==> src/rtl/poly_ctrl_s_axi_if.sv <==
// AXI4-Lite channel bundle for the poly control slave.
// Data is fixed at 32 bits with a 4-bit byte strobe.
interface poly_ctrl_s_axi_if #(
    parameter int ADDR_W = 8
) ();
    logic [ADDR_W-1:0] AWADDR;
    logic              AWVALID;
    logic              AWREADY;
    logic [31:0]       WDATA;
    logic [3:0]        WSTRB;
    logic              WVALID;
    logic              WREADY;
    logic [1:0]        BRESP;
    logic              BVALID;
    logic              BREADY;
    logic [ADDR_W-1:0] ARADDR;
    logic              ARVALID;
    logic              ARREADY;
    logic [31:0]       RDATA;
    logic [1:0]        RRESP;
    logic              RVALID;
    logic              RREADY;

    modport slave (
        input  AWADDR, AWVALID, WDATA, WSTRB, WVALID, BREADY, ARADDR, ARVALID, RREADY,
        output AWREADY, WREADY, BRESP, BVALID, ARREADY, RDATA, RRESP, RVALID
    );
    modport master (
        output AWADDR, AWVALID, WDATA, WSTRB, WVALID, BREADY, ARADDR, ARVALID, RREADY,
        input  AWREADY, WREADY, BRESP, BVALID, ARREADY, RDATA, RRESP, RVALID
    );
endinterface

==> src/rtl/poly_ctrl_s_axi.sv <==
// AXI4-Lite control slave: ap_ctrl block, interrupt controller, NUM_ARGS
// argument registers and a clear-on-read result register.
module poly_ctrl_s_axi #(
    parameter int C_S_AXI_ADDR_WIDTH = 8,
    parameter int C_S_AXI_DATA_WIDTH = 32,
    parameter int NUM_ARGS           = 3,
    parameter int ARG_WIDTH          = 32,
    parameter int RES_WIDTH          = 32
) (
    input  logic                          ACLK,
    input  logic                          ARESETN,
    input  logic                          ACLK_EN,
    poly_ctrl_s_axi_if.slave              s_axi,
    output logic                          ap_start,
    input  logic                          ap_done,
    input  logic                          ap_idle,
    input  logic                          ap_ready,
    output logic [NUM_ARGS*ARG_WIDTH-1:0] args,
    input  logic [RES_WIDTH-1:0]          res_data,
    input  logic                          res_vld,
    output logic                          interrupt
);
    localparam int AW = C_S_AXI_ADDR_WIDTH;
    localparam logic [AW-1:0] A_CTRL = AW'(0);
    localparam logic [AW-1:0] A_GIE  = AW'(4);
    localparam logic [AW-1:0] A_IER  = AW'(8);
    localparam logic [AW-1:0] A_ISR  = AW'(12);
    localparam logic [AW-1:0] A_RES  = AW'(16 + 8*NUM_ARGS);
    localparam logic [AW-1:0] A_RVLD = AW'(20 + 8*NUM_ARGS);

    typedef enum logic [1:0] {WRRESET, WRIDLE, WRDATA, WRRESP} wstate_e;
    typedef enum logic [1:0] {RDRESET, RDIDLE, RDDATA} rstate_e;

    wstate_e wstate_q, wstate_d;
    rstate_e rstate_q, rstate_d;

    logic [AW-1:0]                 waddr_q;
    logic [C_S_AXI_DATA_WIDTH-1:0] rdata_q, rdata_d, wmask;
    logic                          start_q, done_q, auto_q, gie_q, irq_q, rvld_q;
    logic [1:0]                    ier_q, isr_q;
    logic [RES_WIDTH-1:0]          res_q;
    logic [NUM_ARGS-1:0][ARG_WIDTH-1:0] args_q, args_d;
    logic [NUM_ARGS-1:0][63:0]          arg_pad;
    logic aw_hs, w_hs, ar_hs, wr_ctrl, wr_isr;

    assign aw_hs   = s_axi.AWVALID & s_axi.AWREADY;
    assign w_hs    = s_axi.WVALID & s_axi.WREADY;
    assign ar_hs   = s_axi.ARVALID & s_axi.ARREADY;
    assign wr_ctrl = w_hs && waddr_q == A_CTRL && s_axi.WSTRB[0];
    assign wr_isr  = w_hs && waddr_q == A_ISR && s_axi.WSTRB[0];
    assign wmask   = {{8{s_axi.WSTRB[3]}}, {8{s_axi.WSTRB[2]}},
                      {8{s_axi.WSTRB[1]}}, {8{s_axi.WSTRB[0]}}};

    assign s_axi.AWREADY = (wstate_q == WRIDLE);
    assign s_axi.WREADY  = (wstate_q == WRDATA);
    assign s_axi.BVALID  = (wstate_q == WRRESP);
    assign s_axi.BRESP   = 2'b00;
    assign s_axi.ARREADY = (rstate_q == RDIDLE);
    assign s_axi.RVALID  = (rstate_q == RDDATA);
    assign s_axi.RRESP   = 2'b00;
    assign s_axi.RDATA   = rdata_q;

    assign ap_start  = start_q;
    assign interrupt = irq_q;
    assign args      = args_q;

    always_ff @(posedge ACLK or negedge ARESETN) begin
        if (!ARESETN) begin
            wstate_q <= WRRESET;
            rstate_q <= RDRESET;
        end else if (ACLK_EN) begin
            wstate_q <= wstate_d;
            rstate_q <= rstate_d;
        end
    end

    always_comb begin
        wstate_d = wstate_q;
        rstate_d = rstate_q;
        case (wstate_q)
            WRRESET: wstate_d = WRIDLE;
            WRIDLE:  if (s_axi.AWVALID) wstate_d = WRDATA;
            WRDATA:  if (s_axi.WVALID)  wstate_d = WRRESP;
            WRRESP:  if (s_axi.BREADY)  wstate_d = WRIDLE;
            default: wstate_d = WRIDLE;
        endcase
        case (rstate_q)
            RDRESET: rstate_d = RDIDLE;
            RDIDLE:  if (s_axi.ARVALID) rstate_d = RDDATA;
            RDDATA:  if (s_axi.RREADY)  rstate_d = RDIDLE;
            default: rstate_d = RDIDLE;
        endcase
    end

    // Each argument is viewed as a zero-padded 64-bit word: bits at or above
    // ARG_WIDTH fall off on write and read back as 0.
    for (genvar g = 0; g < NUM_ARGS; g++) begin : g_arg
        logic [63:0] m64;
        assign m64 = !w_hs                       ? 64'd0 :
                     (waddr_q == AW'(16 + 8*g)) ? {32'd0, wmask} :
                     (waddr_q == AW'(20 + 8*g)) ? {wmask, 32'd0} : 64'd0;
        assign arg_pad[g] = 64'(args_q[g]);
        assign args_d[g]  = (args_q[g] & ~ARG_WIDTH'(m64)) |
                            ARG_WIDTH'({s_axi.WDATA, s_axi.WDATA} & m64);
    end

    always_comb begin
        rdata_d = '0;
        case (s_axi.ARADDR)
            A_CTRL:  rdata_d = {24'd0, auto_q, 3'd0, ap_ready, ap_idle, done_q, start_q};
            A_GIE:   rdata_d[0] = gie_q;
            A_IER:   rdata_d[1:0] = ier_q;
            A_ISR:   rdata_d[1:0] = isr_q;
            A_RES:   rdata_d = C_S_AXI_DATA_WIDTH'(res_q);
            A_RVLD:  rdata_d[0] = rvld_q;
            default: ;
        endcase
        for (int i = 0; i < NUM_ARGS; i++) begin
            if (s_axi.ARADDR == AW'(16 + 8*i)) rdata_d = arg_pad[i][31:0];
            if (s_axi.ARADDR == AW'(20 + 8*i)) rdata_d = arg_pad[i][63:32];
        end
    end

    always_ff @(posedge ACLK or negedge ARESETN) begin
        if (!ARESETN) begin
            waddr_q <= '0;
            rdata_q <= '0;
            start_q <= 1'b0;
            done_q  <= 1'b0;
            auto_q  <= 1'b0;
            gie_q   <= 1'b0;
            ier_q   <= '0;
            isr_q   <= '0;
            irq_q   <= 1'b0;
            res_q   <= '0;
            rvld_q  <= 1'b0;
            args_q  <= '0;
        end else if (ACLK_EN) begin
            args_q <= args_d;
            if (aw_hs) waddr_q <= s_axi.AWADDR;
            if (ar_hs) rdata_q <= rdata_d;

            if (wr_ctrl && s_axi.WDATA[0])  start_q <= 1'b1;
            else if (ap_ready && !auto_q)   start_q <= 1'b0;
            if (wr_ctrl) auto_q <= s_axi.WDATA[7];

            // Pulses outrank the clear-on-read so no event is lost.
            if (ap_done)                                   done_q <= 1'b1;
            else if (ar_hs && s_axi.ARADDR == A_CTRL)      done_q <= 1'b0;

            if (w_hs && waddr_q == A_GIE && s_axi.WSTRB[0]) gie_q <= s_axi.WDATA[0];
            if (w_hs && waddr_q == A_IER && s_axi.WSTRB[0]) ier_q <= s_axi.WDATA[1:0];
            for (int n = 0; n < 2; n++) begin
                if (ier_q[n] && (n == 0 ? ap_done : ap_ready)) isr_q[n] <= 1'b1;
                else if (wr_isr) isr_q[n] <= isr_q[n] ^ s_axi.WDATA[n];
            end
            irq_q <= gie_q & (isr_q[0] | isr_q[1]);

            if (res_vld) res_q <= res_data;
            if (res_vld)                                   rvld_q <= 1'b1;
            else if (ar_hs && s_axi.ARADDR == A_RVLD)      rvld_q <= 1'b0;
        end
    end
endmodule

==> src/flat_wrapper.sv <==
// flat-port wrapper written by rule: the top's interface ports become plain ports
module poly_ctrl_s_axi_flat 
#(
    parameter int C_S_AXI_ADDR_WIDTH = 8,
    parameter int C_S_AXI_DATA_WIDTH = 32,
    parameter int NUM_ARGS           = 3,
    parameter int ARG_WIDTH          = 32,
    parameter int RES_WIDTH          = 32
)
  (ACLK, ARESETN, ACLK_EN, ap_start, ap_done, ap_idle, ap_ready, args, res_data, res_vld, interrupt, s_axi_AWADDR, s_axi_AWVALID, s_axi_WDATA, s_axi_WSTRB, s_axi_WVALID, s_axi_BREADY, s_axi_ARADDR, s_axi_ARVALID, s_axi_RREADY, s_axi_AWREADY, s_axi_WREADY, s_axi_BRESP, s_axi_BVALID, s_axi_ARREADY, s_axi_RDATA, s_axi_RRESP, s_axi_RVALID);
  poly_ctrl_s_axi_if #(.ADDR_W(8)) s_axi_i ();
  input  logic ACLK;
  input  logic ARESETN;
  input  logic ACLK_EN;
  output logic ap_start;
  input  logic ap_done;
  input  logic ap_idle;
  input  logic ap_ready;
  output logic [NUM_ARGS*ARG_WIDTH-1:0] args;
  input  logic [RES_WIDTH-1:0] res_data;
  input  logic res_vld;
  output logic interrupt;
  input wire logic [$bits(s_axi_i.AWADDR)-1:0] s_axi_AWADDR;
  input wire logic [$bits(s_axi_i.AWVALID)-1:0] s_axi_AWVALID;
  input wire logic [$bits(s_axi_i.WDATA)-1:0] s_axi_WDATA;
  input wire logic [$bits(s_axi_i.WSTRB)-1:0] s_axi_WSTRB;
  input wire logic [$bits(s_axi_i.WVALID)-1:0] s_axi_WVALID;
  input wire logic [$bits(s_axi_i.BREADY)-1:0] s_axi_BREADY;
  input wire logic [$bits(s_axi_i.ARADDR)-1:0] s_axi_ARADDR;
  input wire logic [$bits(s_axi_i.ARVALID)-1:0] s_axi_ARVALID;
  input wire logic [$bits(s_axi_i.RREADY)-1:0] s_axi_RREADY;
  output wire logic [$bits(s_axi_i.AWREADY)-1:0] s_axi_AWREADY;
  output wire logic [$bits(s_axi_i.WREADY)-1:0] s_axi_WREADY;
  output wire logic [$bits(s_axi_i.BRESP)-1:0] s_axi_BRESP;
  output wire logic [$bits(s_axi_i.BVALID)-1:0] s_axi_BVALID;
  output wire logic [$bits(s_axi_i.ARREADY)-1:0] s_axi_ARREADY;
  output wire logic [$bits(s_axi_i.RDATA)-1:0] s_axi_RDATA;
  output wire logic [$bits(s_axi_i.RRESP)-1:0] s_axi_RRESP;
  output wire logic [$bits(s_axi_i.RVALID)-1:0] s_axi_RVALID;
  assign s_axi_i.AWADDR = s_axi_AWADDR;
  assign s_axi_i.AWVALID = s_axi_AWVALID;
  assign s_axi_i.WDATA = s_axi_WDATA;
  assign s_axi_i.WSTRB = s_axi_WSTRB;
  assign s_axi_i.WVALID = s_axi_WVALID;
  assign s_axi_i.BREADY = s_axi_BREADY;
  assign s_axi_i.ARADDR = s_axi_ARADDR;
  assign s_axi_i.ARVALID = s_axi_ARVALID;
  assign s_axi_i.RREADY = s_axi_RREADY;
  assign s_axi_AWREADY = s_axi_i.AWREADY;
  assign s_axi_WREADY = s_axi_i.WREADY;
  assign s_axi_BRESP = s_axi_i.BRESP;
  assign s_axi_BVALID = s_axi_i.BVALID;
  assign s_axi_ARREADY = s_axi_i.ARREADY;
  assign s_axi_RDATA = s_axi_i.RDATA;
  assign s_axi_RRESP = s_axi_i.RRESP;
  assign s_axi_RVALID = s_axi_i.RVALID;
  poly_ctrl_s_axi #(.C_S_AXI_ADDR_WIDTH(C_S_AXI_ADDR_WIDTH), .C_S_AXI_DATA_WIDTH(C_S_AXI_DATA_WIDTH), .NUM_ARGS(NUM_ARGS), .ARG_WIDTH(ARG_WIDTH), .RES_WIDTH(RES_WIDTH)) u_core (.ACLK(ACLK), .ARESETN(ARESETN), .ACLK_EN(ACLK_EN), .s_axi(s_axi_i), .ap_start(ap_start), .ap_done(ap_done), .ap_idle(ap_idle), .ap_ready(ap_ready), .args(args), .res_data(res_data), .res_vld(res_vld), .interrupt(interrupt));
endmodule
==> config.mk <==
export PLATFORM = sky130hd
export DESIGN_NAME = poly_ctrl_s_axi_flat
export DESIGN_NICKNAME = d
export VERILOG_FILES = /design/src/rtl/poly_ctrl_s_axi_if.sv /design/src/rtl/poly_ctrl_s_axi.sv /design/src/flat_wrapper.sv
export SDC_FILE = /design/constraint.sdc
export NUM_CORES = 1
export LEC_CHECK = 0
export CORE_UTILIZATION = 30
export CTS_CLUSTER_SIZE = 30
export DETAILED_ROUTE_END_ITERATION = 6
export GPL_TIMING_DRIVEN = 1
export PLACE_DENSITY = 0.65
export REMOVE_ABC_BUFFERS = 1
export SYNTH_ARGS = -nofsm -noshare
export SYNTH_HDL_FRONTEND = slang
export SYNTH_SLANG_ARGS = --single-unit
==> constraint.sdc <==
create_clock -name ACLK -period 2 [get_ports ACLK]
set_input_delay 0.4 -clock ACLK [delete_from_list [all_inputs] [get_ports ACLK]]
set_output_delay 0.4 -clock ACLK [all_outputs]
set_load 0.05 [all_outputs]
[Yosys cells after proc, flatten, opt, wreduce, memory -nomap -nowiden]
Index checks and enable logic that the tools add are counted.
Word-level totals
  output and inout bits: 139
  word-level logic and storage cells: 131
  register bits: 182
  input bits: 96
Operators by class
  reduce and logical (&&, ||, !) cells: 36
  equality and inequality tests: 27
  bitwise operators: 19
  mux-type cells: 32
Operators with widths (count)
  32-bit 2-to-1 mux: 12
  32-bit AND: 6
  32-bit inverter: 3
  32-bit OR: 3
  30-bit case mux with 2 select lines: 1
  8-bit by 5-bit equality test with 1-bit output, second input constant: 6
  8-bit by 6-bit equality test with 1-bit output, second input constant: 5
  8-bit by 4-bit equality test with 1-bit output, second input constant: 4
  2-bit AND reduction: 11
  8-bit by 3-bit equality test with 1-bit output, second input constant: 2
  8-bit logical NOT: 2
  1-bit logical AND: 14
  1-bit 2-to-1 mux: 10
  2-bit 2-to-1 mux: 5
  2-bit != test, second input constant: 5
  2-bit nonzero test: 5
  2-bit case mux with 4 select lines: 1
  2-bit equality test, second input constant: 3
  1-bit case mux with 6 select lines: 1
  1-bit AND: 4
  2-bit by 1-bit equality test with 1-bit output, second input constant: 2
  1-bit case mux with 4 select lines: 1
  2-bit case mux with 2 select lines: 1
  4-bit AND reduction: 1
  other kinds (5): 6

[Logic depth before layout (Yosys ltp)]
Gate-level depths: netlist of the first run.
  depth in word-level cells: 8
  depth in mapped cells: 8
  mapped depth without buffers: 7

[Worst setup path after synthesis of the first run]
No wires, ideal clock.
  kind: register to register
  from: register u_core.wstate_q[0]
  to: register (tool-made name)
  slack: -0.476 ns
  data arrival time: 2.351 ns
  cell stages (with the launch flop): 8
  period minus slack after synthesis: 2.476 ns
  setup time: 0.125 ns
  required time: 1.875 ns
  buffers on the path: 2
  path through: dfrtp_1 -> inv_1 -> ha_1 -> and3_1 -> clkbuf_1 -> buf_2 -> nand3_2 -> mux2_2
RTL lines
  start, declared: RTL line poly_ctrl_s_axi.sv:34  | wstate_e wstate_q, wstate_d;
  start signal, assigned: RTL line poly_ctrl_s_axi.sv:72  | wstate_q <= wstate_d;

==> summary.md, run 1 <==
| Metric | Value |
|---|---|
| Initial antenna violation count | `2` |
| Overall power after layout | `9.82 mW` |
| Compound-cell area share of the yosys netlist | `11.4%` |
| Worst-case clock buffer depth | `2` |
| Synthesis-stage register bit count | `182` |
| Via count of the first global-routing pass | `6614` |
| Required time worst endpoint | `2320 ps` |
| Met2 WL | `12800 µm` |
| Routed via count divided by cell count | `5.07` |
| Count of unique library cells instantiated by Yosys | `52` |
| Row count | `59` |
| Mapped Area | `8090 µm²` |
| HPWL after detailed placement | `18600 µm` |
| Commonest non-fill, non-tap cell in the layout | `sky130_fd_sc_hd__dfrtp_1` |
| Overflow after GRT | `0` |
| Synthesized-area fraction occupied by adder cells | `0.619%` |
| DRT iter0 DRCs | `400` |
| Maximum number of pins on one net before global-route repair | `62` |
| Setup-violating endpoint count in the final report | `8` |
| Share of synthesized area spent on multiplexers | `20.0%` |
| Worst EP arrival | `2330 ps` |
| Global-route wire length before repair | `40400 µm` |
| Number of top-level pins | `235` |
| Share of the core filled with cells in the final layout | `45.3%` |
| Async S/R FF share, synth | `100%` |
| Highest-count cells in the layout ignoring fill and taps | `sky130_fd_sc_hd__dfrtp_1 (182), sky130_fd_sc_hd__mux2_2 (137), sky130_fd_sc_hd__dlygate4sd2_1 (98)` |
| Switching power total | `3.21 mW` |
| Design Area, Final | `11900 µm²` |
| Overall global routing resource usage | `19.1%` |
| Synthesized-area fraction occupied by xor and xnor cells | `0%` |
| Number of vias in the routed layout | `6305` |
| Largest vdd supply drop | `0.435 mV` |
| Final hold violation count | `0` |
| Final critical-path setup slack | `-10.9 ps` |
| Starting density of the core | `30.8%` |
| Crit end category | `flop` |
| Mean post-synth cell area | `13.2 µm²` |
| Startpoint kind of the worst setup timing path | `flop` |
| Min cycle time layout | `2010 ps` |
| Placement-stage worst setup slack | `-471 ps` |
| Internal Dissipation | `6.60 mW` |
| DRT Pass-1 Iters | `7` |
| Sinks on the clock net | `182` |
| Layout overhead on the synthesized area | `47.1%` |
| Highest attainable clock frequency | `497 MHz` |
| Net count reported at finish | `995` |
| Met1 WL | `11300 µm` |
| CTS tree | `built` |
| Hold Crit Class | `input port to asynchronous set/reset pin` |
| Post-place instance area | `11300 µm²` |
| Chip width | `166 µm` |
| Power density over the cells | `825 nW/µm²` |
| DR DRC count | `16` |
| Peak fanout along the critical path | `8` |
| IO Port Bufs | `230` |
| Sequential area share after synthesis | `56.3%` |
| Switching part of the total power | `32.7%` |
| Max-Slew Margin vs Limit | `63.0%` |
| Area of the core | `26300 µm²` |
| Uppermost layer routed | `met5` |
| Maximum level of the CTS H-tree | `4` |
| Chip height | `166 µm` |
| Fraction of the cycle the final worst path needs | `101%` |
| Fraction of final layout cells with drive strength greater than 1 | `34.1%` |
| Sequential Power Share | `43.8%` |
| Drt wl/cell | `20.8 µm` |
| Post-Synth Simple-Gate Area | `9.24%` |
| Clock root buffer | `sky130_fd_sc_hd__clkbuf_16` |
| Routed Wire Length | `25900 µm` |
| Gate power share | `23.0%` |
| Worst clock skew | `10.6 ps` |
| Clock latency at the later pin of the worst-skew pair | `430 ps` |
| Result of the run | `finished with violations` |
| Number of buffers created by CTS | `17` |
| Primary flip-flop cell chosen by synthesis mapping | `sky130_fd_sc_hd__dfrtp_1` |
| Residual antenna-violating net count after detailed routing | `0` |
| Placer congestion estimate | `0.846` |
| Critical path start-end classification | `flop to flop` |
| Synth warn | `0` |
| Leakage power total | `5.71 nW` |
| Number of cells on the worst reg-to-reg path | `5` |
| RSZ-0062 raised after global routing | `true` |
| Number of max-slew violations in the final report | `0` |
| Die Area | `27600 µm²` |
| Transition time of the tightest slew-check pin | `555 ps` |
| Setup TNS | `-42.0 ps` |
| Max-capacitance violation count | `0` |
| Post-synth EDFFs | `0` |
| Main combinational cell family by area after synthesis | `multiplexers` |
| Wire length on met3 | `1460 µm` |
| Clk network pwr share | `33.3%` |
| Synthesized netlist cell count | `613` |
| Clock transition at path regs | `70 ps` |
| Violations in the final reports | `DRC, setup timing` |
logic make-up after synthesis:
| kind of cell | count (synthesis) |
|---|---|
| adder cells (fa/ha/maj) | 4 |
| AND/OR/NAND/NOR | 118 |
| multiplexers | 143 |
| other | 1 |
| buffers and inverters | 44 |
| AO/OA/AOI/OAI | 121 |
| flip-flops | 182 |
worst max-delay path, stage by stage (launching register included):
cell                      delay [ps]
sky130_fd_sc_hd__dfrtp_1         390
sky130_fd_sc_hd__or4b_4          580
sky130_fd_sc_hd__nor4_4          200
sky130_fd_sc_hd__buf_12          170
sky130_fd_sc_hd__nand3_4         190
sky130_fd_sc_hd__mux2_4          350
routing by layer:
| layer | vias up | global-route usage, % |
|---|---|---|
| met3 | 28 | 4.50 |
| met4 | 2 | 4.75 |
| met5 | - | 0 |
| li1 | 2875 | - |
| met2 | 204 | 32.0 |
| met1 | 3196 | 24.8 |
timing repair:
action	in CTS	in global routing
hold endpoints to repair	54	0
pin swaps	0	2
endpoints found under the setup margin	135	97
setup buffers	1	1
resized for setup	102	10
cloned	0	1
hold buffers	1	0
area by class of cell:
cell class / count / area (µm²)
diodes: 1 / 2.50
clock buffers: 17 / 425
clock inverters: 15 / 140
fillers: 2447 / 14400
inverters: 5 / 18.8
multi-input cells: 390 / 3450
flip-flops and latches: 182 / 4550
well taps: 335 / 419
repair buffers: 299 / 2890
power groups by stage:
| stage | Combinational, mW | Sequential (mW) | Clock, mW |
|---|---|---|---|
| 6_report | 2.25 | 4.30 | 3.27 |
| 2_1_floorplan | 0.789 | 4.75 | 0 |
| 3_5_place_dp | 2.29 | 4.37 | 0 |
| 3_3_place_gp | 2.27 | 4.36 | 0 |
| 4_1_cts | 2.25 | 4.29 | 3.35 |
| 5_1_grt | 2.40 | 4.34 | 3.50 |
worst paths after layout:
kind / from / endpoint / slack, ps
worst min-delay path: ARESETN / u_core.wstate_q[0]$_DFFE_PN0P_ / 490
worst min register to register: u_core.s_axi.RDATA[11]$_DFFE_PN0P_ / u_core.s_axi.RDATA[11]$_DFFE_PN0P_ / 490
worst max-delay path: u_core.waddr_q[5]$_DFFE_PN0P_ / flop / -10
max in group asynchronous: ARESETN / u_core.res_q[23]$_DFFE_PN0P_ / 830
worst max register to register: u_core.waddr_q[5]$_DFFE_PN0P_ / flop / -10
min in group ACLK: u_core.s_axi.RDATA[11]$_DFFE_PN0P_ / u_core.s_axi.RDATA[11]$_DFFE_PN0P_ / 490
stage by stage:
step | hold slack [ps] | instances
2_1_floorplan | 104 | 577
3_3_place_gp | 428 | 1207
3_5_place_dp | 437 | 1207
4_1_cts | 497 | 1241
5_1_grt | 512 | 1244
6_report | 494 | 1244
synth_stat cells, types with 2 or more instances:
cell type	instances	area [µm²]
sky130_fd_sc_hd__buf_2	9	45.0
sky130_fd_sc_hd__o221ai_1	28	245
sky130_fd_sc_hd__nand3_1	7	35.0
sky130_fd_sc_hd__nand4_1	4	25.0
sky130_fd_sc_hd__o21ai_1	2	10.0
sky130_fd_sc_hd__dfrtp_1	182	4550
sky130_fd_sc_hd__buf_1	3	11.3
sky130_fd_sc_hd__clkbuf_1	23	86.3
sky130_fd_sc_hd__mux2i_1	2	20.0
sky130_fd_sc_hd__mux2_2	138	1550
sky130_fd_sc_hd__inv_1	5	18.8
sky130_fd_sc_hd__nor4_1	3	18.8
sky130_fd_sc_hd__nand3_2	4	40.0
sky130_fd_sc_hd__and2_1	4	25.0
sky130_fd_sc_hd__mux2_4	3	45.0
sky130_fd_sc_hd__a22o_1	3	26.3
sky130_fd_sc_hd__nand2_1	46	173
sky130_fd_sc_hd__ha_1	4	50.1
sky130_fd_sc_hd__or4_1	2	15.0
sky130_fd_sc_hd__nor4b_2	2	30.0
sky130_fd_sc_hd__and3_1	4	25.0
sky130_fd_sc_hd__a21oi_1	3	15.0
sky130_fd_sc_hd__nor2b_1	2	12.5
sky130_fd_sc_hd__nand3b_1	2	15.0
sky130_fd_sc_hd__a2bb2oi_1	2	17.5
sky130_fd_sc_hd__buf_4	4	30.0
sky130_fd_sc_hd__nand3_4	8	140
sky130_fd_sc_hd__o21ai_0	10	50.1
sky130_fd_sc_hd__nand2b_1	4	25.0
sky130_fd_sc_hd__nor3_1	3	15.0
sky130_fd_sc_hd__a22oi_1	59	443
sky130_fd_sc_hd__nor2_1	15	56.3
sky130_fd_sc_hd__nor4_4	2	42.5
sky130_fd_sc_hd__o2bb2ai_1	3	26.3
Note: power is estimated with default switching activity, not from simulation.
==> inputs of run 2 (changes only) <==
--- a/config.mk
+++ b/config.mk
@@ -5,10 +5,10 @@
 export SDC_FILE = /design/constraint.sdc
 export NUM_CORES = 1
 export LEC_CHECK = 0
+export ABC_AREA = 1
 export CORE_UTILIZATION = 30
 export CTS_CLUSTER_SIZE = 30
 export DETAILED_ROUTE_END_ITERATION = 6
-export GPL_TIMING_DRIVEN = 1
 export PLACE_DENSITY = 0.65
 export REMOVE_ABC_BUFFERS = 1
 export SYNTH_ARGS = -nofsm -noshare
==> run 2 against run 1 <==
Non-clock buffer count shrank 30. Die area up 0.42%. Combinational power is 22% lower. Wire length fell by 6.7%. Synthesized cell count rose by 45%. Sequential cell count unchanged. Maximum frequency increased by 10%. Critical path depth is 2 higher. Via count increased by 11%. Largest cell class unchanged. Utilization is 1.1 points lower. The flow finishes with violations (DRC).
==> summary.md, run 2 <==
| Metric | Value |
|---|---|
| Die Area | `27700 µm²` |
| Share of the synthesized area in the top cell type | `56.1%` |
| Synthesis-stage register bit count | `182` |
| Mean post-synth cell area | `9.14 µm²` |
| Overall power after layout | `9.34 mW` |
| Number of vias in the routed layout | `6970` |
| Crit end category | `flop` |
| Worst clock skew | `16.5 ps` |
| Setup-violating endpoint count in the final report | `0` |
| Startpoint kind of the worst setup timing path | `flop` |
| Power density over the cells | `804 nW/µm²` |
| Synth warn | `0` |
| Result of the run | `finished with violations` |
| Main combinational cell family by area after synthesis | `simple AND/OR/NAND/NOR gates` |
| Clk network pwr share | `36.8%` |
| Most area-consuming cells after synthesis | `sky130_fd_sc_hd__dfrtp_1 (56%), sky130_fd_sc_hd__nand2_1 (13%), sky130_fd_sc_hd__o21ai_0 (5.1%), sky130_fd_sc_hd__mux2_2 (4.6%), sky130_fd_sc_hd__o21ai_2 (3.5%)` |
| Chip height | `167 µm` |
| Hold Crit Start | `u_core.s_axi.RDATA[1]$_DFFE_PN0P_` |
| Leading post-synthesis cells by instance count | `sky130_fd_sc_hd__nand2_1 (280), sky130_fd_sc_hd__dfrtp_1 (182), sky130_fd_sc_hd__o21ai_0 (83), sky130_fd_sc_hd__inv_1 (65), sky130_fd_sc_hd__nand3_1 (47)` |
| Number of top-level pins | `235` |
| Required time worst endpoint | `2300 ps` |
| Max-Slew Margin vs Limit | `63.7%` |
| Starting density of the core | `30.9%` |
| Gate power share | `18.9%` |
| Setup TNS | `0 ps` |
| Worst-case hold path end point | `u_core.s_axi.RDATA[1]$_DFFE_PN0P_` |
| Net count reported at finish | `1242` |
| Highest attainable clock frequency | `549 MHz` |
| Fraction of the cycle the final worst path needs | `91.0%` |
| Maximum number of pins on one net before global-route repair | `46` |
| Leakage power total | `5.82 nW` |
| Synthesized-area fraction occupied by adder cells | `0.616%` |
| Transition time of the tightest slew-check pin | `547 ps` |
| Routed via count divided by cell count | `4.68` |
| Clock transition at path regs | `70 ps` |
| Hold Crit Class | `flop to flop` |
| Final hold violation count | `0` |
| Clock latency at the later pin of the worst-skew pair | `420 ps` |
| CTS tree | `built` |
| Count of unique library cells instantiated by Yosys | `32` |
| Worst EP arrival | `2120 ps` |
| Share of synthesized area spent on multiplexers | `4.58%` |
| Max-capacitance violation count | `0` |
| Worst-case clock buffer depth | `2` |
| Commonest non-fill, non-tap cell in the layout | `sky130_fd_sc_hd__nand2_1` |
| Async S/R FF share, synth | `100%` |
| Top cell family by delay on the critical path | `simple AND/OR/NAND/NOR gates` |
| DRT Pass-1 Iters | `7` |
| HPWL after detailed placement | `17700 µm` |
| Peak fanout along the critical path | `16` |
| Switching part of the total power | `30.3%` |
| Chip width | `167 µm` |
| Buffers inserted by post-CTS timing repair | `0` |
| Number of cells on the worst hold path | `2` |
| Internal reg-to-reg setup slack | `180 ps` |
| Number of buffers created by CTS | `17` |
| Highest-count cells in the layout ignoring fill and taps | `sky130_fd_sc_hd__nand2_1 (279), sky130_fd_sc_hd__dfrtp_1 (182), sky130_fd_sc_hd__clkdlybuf4s50_1 (94)` |
| Overflow after GRT | `0` |
| Min cycle time layout | `1820 ps` |
| Post-synth EDFFs | `0` |
| Placed instance count | `1457` |
| Synthesized netlist cell count | `889` |
| FF-to-FF Start | `u_core.waddr_q[7]$_DFFE_PN0P_` |
| Placer congestion estimate | `0.802` |
| Path length in cells of the critical path | `7` |
| Largest vdd supply drop | `0.395 mV` |
| Internal Dissipation | `6.51 mW` |
| Mapped Area | `8120 µm²` |
| Synthesized-area fraction occupied by xor and xnor cells | `0%` |
| Sequential area share after synthesis | `56.1%` |
| Violations in the final reports | `DRC` |
| RSZ-0062 raised after global routing | `false` |
| Crit path largest cell delay | `440 ps` |
| Area of the core | `26300 µm²` |
| Layout overhead on the synthesized area | `43.0%` |
| Post-layout instance count excluding filler cells | `1490` |
| Sinks on the clock net | `182` |
| Initial antenna violation count | `0` |
| Number of max-slew violations in the final report | `0` |
| Slowest cell on the critical path | `sky130_fd_sc_hd__nor4_4` |
| IO Port Bufs | `230` |
| Post-Synth Simple-Gate Area | `19.6%` |
| Clock root buffer | `sky130_fd_sc_hd__clkbuf_16` |
| Residual antenna-violating net count after detailed routing | `0` |
| DR DRC count | `15` |
| Switching power total | `2.83 mW` |
| Critical path start-end classification | `flop to flop` |
| Primary flip-flop cell chosen by synthesis mapping | `sky130_fd_sc_hd__dfrtp_1` |
| Row count | `59` |
| Most frequent cell after synthesis | `sky130_fd_sc_hd__nand2_1` |
| Global-route wire length before repair | `38700 µm` |
| DRT iter0 DRCs | `443` |
| Drt wl/cell | `16.2 µm` |
| Number of cells on the worst reg-to-reg path | `7` |
| Overall global routing resource usage | `17.9%` |
| Antenna diode instance count | `0` |
| Fraction of final layout cells with drive strength greater than 1 | `17.1%` |
| Leading area contributor after synthesis | `sky130_fd_sc_hd__dfrtp_1` |
| Fillers | `2599` |
| Sequential Power Share | `44.3%` |
| Critical path buffers and inverters | `1` |
| Routed Wire Length | `24200 µm` |
| Compound-cell area share of the yosys netlist | `12.6%` |
| Via count of the first global-routing pass | `6914` |
| Maximum level of the CTS H-tree | `4` |
| Crit-path cells | `nor2_1 -> nand3_1 -> nor4_4 -> nand2_2 -> buf_12 -> nand2_1 -> o21ai_2` |
[run 2: cell count changes in the layout (fill, tap and decap cells not counted), moves of 40 or more]
cell	change
sky130_fd_sc_hd__a22oi_1	-59
sky130_fd_sc_hd__inv_1	+60
sky130_fd_sc_hd__mux2_2	-104
sky130_fd_sc_hd__nand2_1	+234
sky130_fd_sc_hd__nand3_1	+40
sky130_fd_sc_hd__o21ai_0	+73
[run 2: metal layers]
layer	global-route usage [%]	vias up	part of all wire [%]
met1	22.9	3351	43
met2	30.2	219	49
li1	-	3387	-
met4	4.59	0	1.0
met5	0	-	0
met3	4.37	13	6.9
[run 2: per-stage QoR]
| stage | cell area (µm²) | util (%) | hold WS, ps | setup WS (ps) |
|---|---|---|---|---|
| global placement | 11100 | 42.2 | 389 | -85.4 |
| detailed placement | 11100 | 42.2 | 389 | -125 |
| global route | 11600 | 44.2 | 515 | 51.1 |
| floorplan | 7870 | - | 104 | -458 |
| CTS | 11600 | 44.1 | 478 | 1.16 |
| finish | 11600 | 44.2 | 481 | 180 |
[run 2: worst max-delay path by stage]
stage | from | end
after floorplan | u_core.rstate_q[0]$_DFFE_PN0P_ | u_core.rvld_q$_DFFE_PN0P_
after global placement | s_axi_ARADDR[2] | u_core.s_axi.RDATA[21]$_DFFE_PN0P_
after detailed placement | s_axi_ARADDR[2] | u_core.s_axi.RDATA[21]$_DFFE_PN0P_
after CTS | u_core.s_axi.RDATA[2]$_DFFE_PN0P_ | s_axi_RDATA[2]
after global routing | u_core.waddr_q[1]$_DFFE_PN0P_ | flop
final | u_core.waddr_q[7]$_DFFE_PN0P_ | flop
[run 2: power groups by stage]
| stage | clock, mW | combinational (mW) | sequential [mW] |
|---|---|---|---|
| CTS | 3.53 | 1.78 | 4.14 |
| finish | 3.44 | 1.76 | 4.14 |
| floorplan | 0 | 0.832 | 4.34 |
| detailed placement | 0 | 1.80 | 4.21 |
| global placement | 0 | 1.77 | 4.20 |
| global route | 3.64 | 1.90 | 4.18 |
[run 2: cells by family (layout without fill, tap and decap cells)]
| logic type | after synthesis | in the layout |
|---|---|---|
| adder cells (fa/ha/maj) | 4 | 4 |
| multiplexers | 33 | 33 |
| other | 1 | 4 |
| flip-flops | 182 | 182 |
| AO/OA/AOI/OAI | 179 | 179 |
| AND/OR/NAND/NOR | 384 | 384 |
| buffers and inverters | 106 | 369 |
[run 2: final cells by class]
class / count / area, µm² / share of cell area [%]
inverter: 68 / 256 / 2.21
clock inverter: 14 / 164 / 1.41
timing repair buffer: 269 / 2700 / 23.3
clock buffer: 18 / 429 / 3.70
sequential: 182 / 4550 / 39.2
multi-input combinational: 604 / 3090 / 26.6
tap: 335 / 419 / 3.61
[run 2: worst reg2reg max path, stage by stage, from the launching register on]
cell and delay (ps):
sky130_fd_sc_hd__dfrtp_1 380, sky130_fd_sc_hd__nor2_1 230, sky130_fd_sc_hd__nand3_1 220, sky130_fd_sc_hd__nor4_4 440, sky130_fd_sc_hd__nand2_2 120, sky130_fd_sc_hd__buf_12 190, sky130_fd_sc_hd__nand2_1 70, sky130_fd_sc_hd__o21ai_2 50
[run 2: what timing repair did]
action	in CTS	in global routing
hold endpoints to repair	39	0
gates resized for setup	91	10
hold buffers	1	0
endpoints found under the setup margin	91	45
gates cloned	0	0
